[config.mk]
export PLATFORM = sky130hd
export DESIGN_NAME = ntt_core_param
export DESIGN_NICKNAME = d
export VERILOG_FILES = /design/src/rtl/ntt_core_param.sv
export SDC_FILE = /design/constraint.sdc
export NUM_CORES = 2
export LEC_CHECK = 0
export ABC_CLOCK_PERIOD_IN_PS = 53200
export CAP_MARGIN = 40
export CELL_PAD_IN_SITES_DETAIL_PLACEMENT = 1
export CELL_PAD_IN_SITES_GLOBAL_PLACEMENT = 2
export CORE_ASPECT_RATIO = 1.75
export CORE_UTILIZATION = 25
export DETAILED_ROUTE_END_ITERATION = 10
export HOLD_SLACK_MARGIN = 0.06
export PLACE_DENSITY = 0.68
export SKIP_CTS_REPAIR_TIMING = 1
export SYNTH_ARGS = -nofsm -noshare
export SYNTH_HDL_FRONTEND = slang
export SYNTH_SLANG_ARGS = --single-unit
[constraint.sdc]
create_clock -name clk -period 53.2 [get_ports clk]
set_input_delay 10.64 -clock clk [delete_from_list [all_inputs] [get_ports clk]]
set_output_delay 10.64 -clock clk [all_outputs]
set_load 0.1 [all_outputs]
[src/rtl/ntt_core_param.sv]
// Streaming N-point NTT / inverse NTT over Z_Q.
// Bit-reversed load, in-place radix-2 DIT, one butterfly per cycle.
module ntt_core_param #(
  parameter int DATA_WIDTH = 32,
  parameter int N = 8,
  parameter int LOG2N = 3,
  parameter logic [DATA_WIDTH-1:0] Q = 17,
  parameter logic [DATA_WIDTH-1:0] OMEGA = 2,
  parameter logic [DATA_WIDTH-1:0] OMEGA_INV = 9,
  parameter logic [DATA_WIDTH-1:0] N_INV = 15
) (
  input  logic                  clk,
  input  logic                  reset,
  input  logic                  in_valid,
  output logic                  in_ready,
  input  logic [DATA_WIDTH-1:0] in_data,
  input  logic                  in_mode,
  output logic                  out_valid,
  input  logic                  out_ready,
  output logic [DATA_WIDTH-1:0] out_data,
  output logic [LOG2N-1:0]      out_index,
  output logic                  busy,
  output logic                  done
);

  localparam int HALF = N / 2;
  localparam int EW = LOG2N - 1;
  localparam int SW = $clog2(LOG2N);
  localparam int DW2 = 2 * DATA_WIDTH;

  typedef logic [DATA_WIDTH-1:0] word_t;
  typedef logic [DW2-1:0] dword_t;
  typedef logic [HALF-1:0][DATA_WIDTH-1:0] tw_tab_t;
  typedef enum logic [1:0] {
    S_LOAD,
    S_COMPUTE,
    S_OUTPUT
  } state_t;

  localparam dword_t Q2 = dword_t'(Q);

  function automatic dword_t ext(input word_t x);
    return {{DATA_WIDTH{1'b0}}, x};
  endfunction

  function automatic word_t mulmod(input word_t a, input word_t b);
    dword_t p;
    p = (ext(a) * ext(b)) % Q2;
    return p[DATA_WIDTH-1:0];
  endfunction

  // Powers W^e for e < N/2; every stage's twiddle is one of these.
  function automatic tw_tab_t gen_tw(input word_t w);
    tw_tab_t t;
    word_t acc;
    acc = word_t'(1);
    for (int e = 0; e < HALF; e++) begin
      t[e] = acc;
      acc = mulmod(acc, w);
    end
    return t;
  endfunction

  function automatic logic [LOG2N-1:0] bitrev(
    input logic [LOG2N-1:0] k
  );
    logic [LOG2N-1:0] rv;
    for (int i = 0; i < LOG2N; i++) begin
      rv[i] = k[LOG2N-1-i];
    end
    return rv;
  endfunction

  localparam tw_tab_t TW_FWD = gen_tw(OMEGA);
  localparam tw_tab_t TW_INV = gen_tw(OMEGA_INV);

  state_t r_state;
  state_t w_next;

  word_t r_mem [N];

  logic [LOG2N-1:0] r_cnt;
  logic [SW-1:0]    r_stage;
  logic [EW-1:0]    r_bfly;
  logic             r_mode;
  logic             r_out_valid;
  word_t            r_out_data;
  logic [LOG2N-1:0] r_out_index;
  logic             r_done;

  logic             w_in_hs;
  logic             w_out_hs;
  logic             w_last_bf;
  logic [LOG2N-1:0] w_m;
  logic [LOG2N-1:0] w_h;
  logic [LOG2N-1:0] w_j;
  logic [LOG2N-1:0] w_a;
  logic [LOG2N-1:0] w_b;
  logic [EW-1:0]    w_e;
  word_t            w_tw;
  word_t            w_va;
  word_t            w_vb;
  word_t            w_t;
  word_t            w_sum;
  word_t            w_dif;
  word_t            w_new_a;
  word_t            w_new_b;
  word_t            w_in_red;
  word_t            w_rd_raw;
  word_t            w_out_next;

  assign in_ready  = (r_state == S_LOAD);
  assign busy      = (r_state != S_LOAD);
  assign out_valid = r_out_valid;
  assign out_data  = r_out_data;
  assign out_index = r_out_index;
  assign done      = r_done;

  assign w_in_hs  = in_valid & in_ready;
  assign w_out_hs = r_out_valid & out_ready;
  assign w_in_red = in_data % Q;

  assign w_last_bf = (r_state == S_COMPUTE)
                   & (r_stage == SW'(LOG2N - 1))
                   & (&r_bfly);

  always_comb begin
    w_m = LOG2N'(r_bfly);
    w_h = LOG2N'(1) << r_stage;
    w_j = w_m & (w_h - LOG2N'(1));
    w_a = ((w_m >> r_stage) << (r_stage + 1)) | w_j;
    w_b = w_a + w_h;
    w_e = EW'(w_j << (EW - r_stage));
    w_tw = r_mode ? TW_INV[w_e] : TW_FWD[w_e];
    w_va = r_mem[w_a];
    w_vb = r_mem[w_b];
    w_t = mulmod(w_tw, w_vb);
    w_sum = w_va + w_t;
    w_new_a = (w_sum >= Q) ? w_sum - Q : w_sum;
    w_dif = w_va + (Q - w_t);
    w_new_b = (w_dif >= Q) ? w_dif - Q : w_dif;
  end

  // Word 0 may be rewritten by the final butterfly; forward it.
  always_comb begin
    w_rd_raw = r_mem[r_out_index + 1'b1];
    if (r_state == S_COMPUTE) begin
      w_rd_raw = (w_a == '0) ? w_new_a : r_mem[0];
    end
    w_out_next = r_mode ? mulmod(w_rd_raw, N_INV) : w_rd_raw;
  end

  always_ff @(posedge clk) begin
    if (reset) begin
      r_state <= S_LOAD;
    end else begin
      r_state <= w_next;
    end
  end

  always_comb begin
    w_next = r_state;
    unique case (r_state)
      S_LOAD: begin
        if (w_in_hs && (&r_cnt)) w_next = S_COMPUTE;
      end
      S_COMPUTE: begin
        if (w_last_bf) w_next = S_OUTPUT;
      end
      S_OUTPUT: begin
        if (w_out_hs && (&r_out_index)) w_next = S_LOAD;
      end
      default: w_next = S_LOAD;
    endcase
  end

  always_ff @(posedge clk) begin
    if (w_in_hs) begin
      r_mem[bitrev(r_cnt)] <= w_in_red;
    end else if (r_state == S_COMPUTE) begin
      r_mem[w_a] <= w_new_a;
      r_mem[w_b] <= w_new_b;
    end
  end

  always_ff @(posedge clk) begin
    if (reset) begin
      r_cnt       <= '0;
      r_stage     <= '0;
      r_bfly      <= '0;
      r_mode      <= 1'b0;
      r_out_valid <= 1'b0;
      r_out_data  <= '0;
      r_out_index <= '0;
      r_done      <= 1'b0;
    end else begin
      r_done <= 1'b0;
      if (w_in_hs) begin
        r_cnt <= r_cnt + 1'b1;
        if (r_cnt == '0) r_mode <= in_mode;
      end
      if (r_state == S_COMPUTE) begin
        r_bfly <= r_bfly + 1'b1;
        if (&r_bfly) begin
          r_stage <= w_last_bf ? '0 : r_stage + 1'b1;
        end
        if (w_last_bf) begin
          r_out_valid <= 1'b1;
          r_out_data  <= w_out_next;
          r_out_index <= '0;
        end
      end
      if (w_out_hs) begin
        if (&r_out_index) begin
          r_out_valid <= 1'b0;
          r_done      <= 1'b1;
          r_out_index <= '0;
        end else begin
          r_out_index <= r_out_index + 1'b1;
          r_out_data  <= w_out_next;
        end
      end
    end
  end

endmodule

==> impl_metrics.tcl <==
set metrics [dict create \
    clk-insertion-delay-late_ns 0.63 \
    layout_common_cells "1465 x buf_4, 758 x nand2_1, 361 x inv_1, 350 x ha_1, 345 x nor2_1" \
    syn_to_final_growth_pct 41.82 \
    port_buffers 75 \
    violations "design-rule violations" \
    rows 223 \
    synth_edf_count 256 \
    final_util_pct 35.60 \
    design_area_um2 75000 \
    htreeDepth 1 \
    via_per_inst 5.374 \
    final_cells 10670 \
    synth_top_area_cell "edfxtp_1" \
    async_reset_ff_share_pct 0 \
    rsz0062_at_grt "true" \
    netlist_area_um2 52890 \
    ys_seq_area_share_pct 16.31 \
    ant_nets 0 \
    yosys.area.top_type_share_pct 14.54 \
    maxCapViolations 0 \
    die_w_um 349.7 \
    cts_buffers 29 \
    status "finished, violations left" \
    fmax_mhz 19.09 \
    worst_slew_pin_slew_ns 1.098 \
    cts_tree "yes" \
    max_stage_delay_ns 0.90 \
    fin_worst_skew_ns 0.02707 \
    critPathMaxFanout 10 \
    hold_viol_final 0 \
    track_usage_pct 20.14 \
    wl_per_cell_um 21.69 \
    slew_viol_final 0 \
    drt-total-wl_um 231300 \
    grt_pass1_vias 61140 \
    n_fill_cell 24630 \
    layout_commonest_cell "buf_4" \
    drc_errors 2 \
    cts_buffer_depth 3 \
    synthFlopType "edfxtp_1" \
    gp_congestion 0.9053 \
    drive_above_1_share_pct 34.98 \
    multi_input_area_um2 45990 \
    finalSetupViolCount 0 \
    grt_overflow 0 \
    fin_crit_sh_pct 98.45 \
    synth_area_leaders "edfxtp_1 15%, ha_1 9.8%, mux2i_1 6.7%" \
    grt_max_degree 96 \
    critical_path_class "flop to flop" \
    place.detailed.hpwl_um 178600 \
    seqCellArea_um2 8635 \
    ioPinCount 76 \
    firstDrtPassIters 8 \
    dieArea_um2 213500 \
    antenna_found_initial 4 \
    synth.distinct_cells 179 \
    die_h_um 610.4 \
    path_clk_slew_ns 0.08 \
    cp.required_ns 53.71 \
    cts-root-buf "clkbuf_16" \
    drt-initial-drc-count 2774 \
    arrival_ns 52.88 \
    cts_num_sinks 303 \
    crit_top_cell "buf_4" \
    cp-end-kind "flop" \
    layout.nets 8384 \
    period_minus_slack_ns 52.37 \
    yosysWarnings 0 \
    synth-seq-cells 303 \
    placeableCoreArea_um2 210700 \
    cp_slowest_cell "fa_4" \
    postSynthNetCount 6978 \
    grt_first_pass_wirelength_um 340800 \
    via_count 57320 \
    relSlewSlack_pct 26.28 \
    post_synth.cell_area_avg_um2 8.234 \
    min_path_type "flop to flop" \
    start_kind "flop" \
    dpl-instance-area_um2 67980 \
    dp_cells 10470 \
    syn_inst 6423 \
    whs_ns 0.4482 \
    initial_core_util_pct 25.10 \
]
==> registers in the layout, summed over array words and instances (netlist names), 2 cells and up <==
| signal | cells |
|---|---|
| out_data | 32 |
| r_cnt | 3 |
| r_bfly | 2 |
| r_stage | 2 |
| out_index | 3 |
| r_mem | 256 |
| r_state | 2 |
==> layout make-up <==
cell class / instances / share of cell area (%)
Inverter: 376 / 1.890
Clock buffer: 32 / 0.9826
Sequential cell: 303 / 11.51
Antenna cell: 3 / 0.01001
Multi-Input combinational cell: 5432 / 61.31
Clock inverter: 21 / 0.4020
Timing Repair Buffer: 1687 / 19.20
Tap cell: 2812 / 4.691
==> metal layers <==
metal	vias up	global-route usage, %	share of wire [%]
met3	608	1.480	3.2
met1	28680	19.29	35
met4	2	11.43	6.2
li1	26670	-	-
met5	-	0	0.0056
met2	1363	41.10	56
==> Yosys cell counts (all sizes together), types with 57 or more instances <==
library cell and n:
a31oi 78, a21o 80, o21ai 393, xnor2 280, nand3 295, or3 68, and2 130, fa 104
a211oi 57, mux4 97, a21oi 348, nor2 389, nor3 150, nand2 789, edfxtp 256, mux2 72
and3 82, o21bai 71, clkbuf 190, buf 118, inv 374, xor2 103, ha 414, o211ai 73
mux2i 357
==> stage by stage <==
stage          setup TNS (ns)  worst slack, ns
6_report                    0           0.8261
5_1_grt                -35.92           -1.261
4_1_cts                -99.21           -3.296
3_5_place_dp           -89.61           -2.993
3_3_place_gp           -65.46           -2.249
2_1_floorplan               0         0.006992
==> kinds of logic (layout without fill, tap and decap cells) <==
| family | Yosys count | after routing | share of synthesized area [%] |
|---|---|---|---|
| other cells | 0 | 3 | 0 |
| simple gates | 2250 | 2250 | 21.00 |
| fa+ha+maj | 538 | 538 | 14.11 |
| flops | 303 | 303 | 16.31 |
| xor+xnor | 385 | 385 | 6.577 |
| mux | 526 | 526 | 12.50 |
| compound gates | 1733 | 1733 | 23.63 |
| buf+inv | 688 | 2116 | 5.860 |
==> worst max-delay path, delay by kind of cell (launching register included) <==
kind	cells	cell delay, ns
xor+xnor	7	1.28
buf+inv	61	8.75
mux	5	1.49
fa+ha+maj	18	6.57
flops	1	0.35
compound gates	102	20.73
simple gates	56	12.92
==> path summary, 6_finish.rpt <==
kind	startpoint	end	slack, ns	cells after the start
setup / recovery	r_stage[0]$_SDFFE_PP0P_	out_data[9]$_SDFF_PP0_	0.83	249
hold / removal	out_data[20]$_SDFF_PP0_	out_data[20]$_SDFF_PP0_	0.45	2
setup reg to reg	r_stage[0]$_SDFFE_PP0P_	out_data[9]$_SDFF_PP0_	0.83	249
hold reg to reg	out_data[20]$_SDFF_PP0_	out_data[20]$_SDFF_PP0_	0.45	2
Power is left out: the tool's default activity adds up to more than one toggle a clock period on the data nets, which glitch-free logic cannot reach.
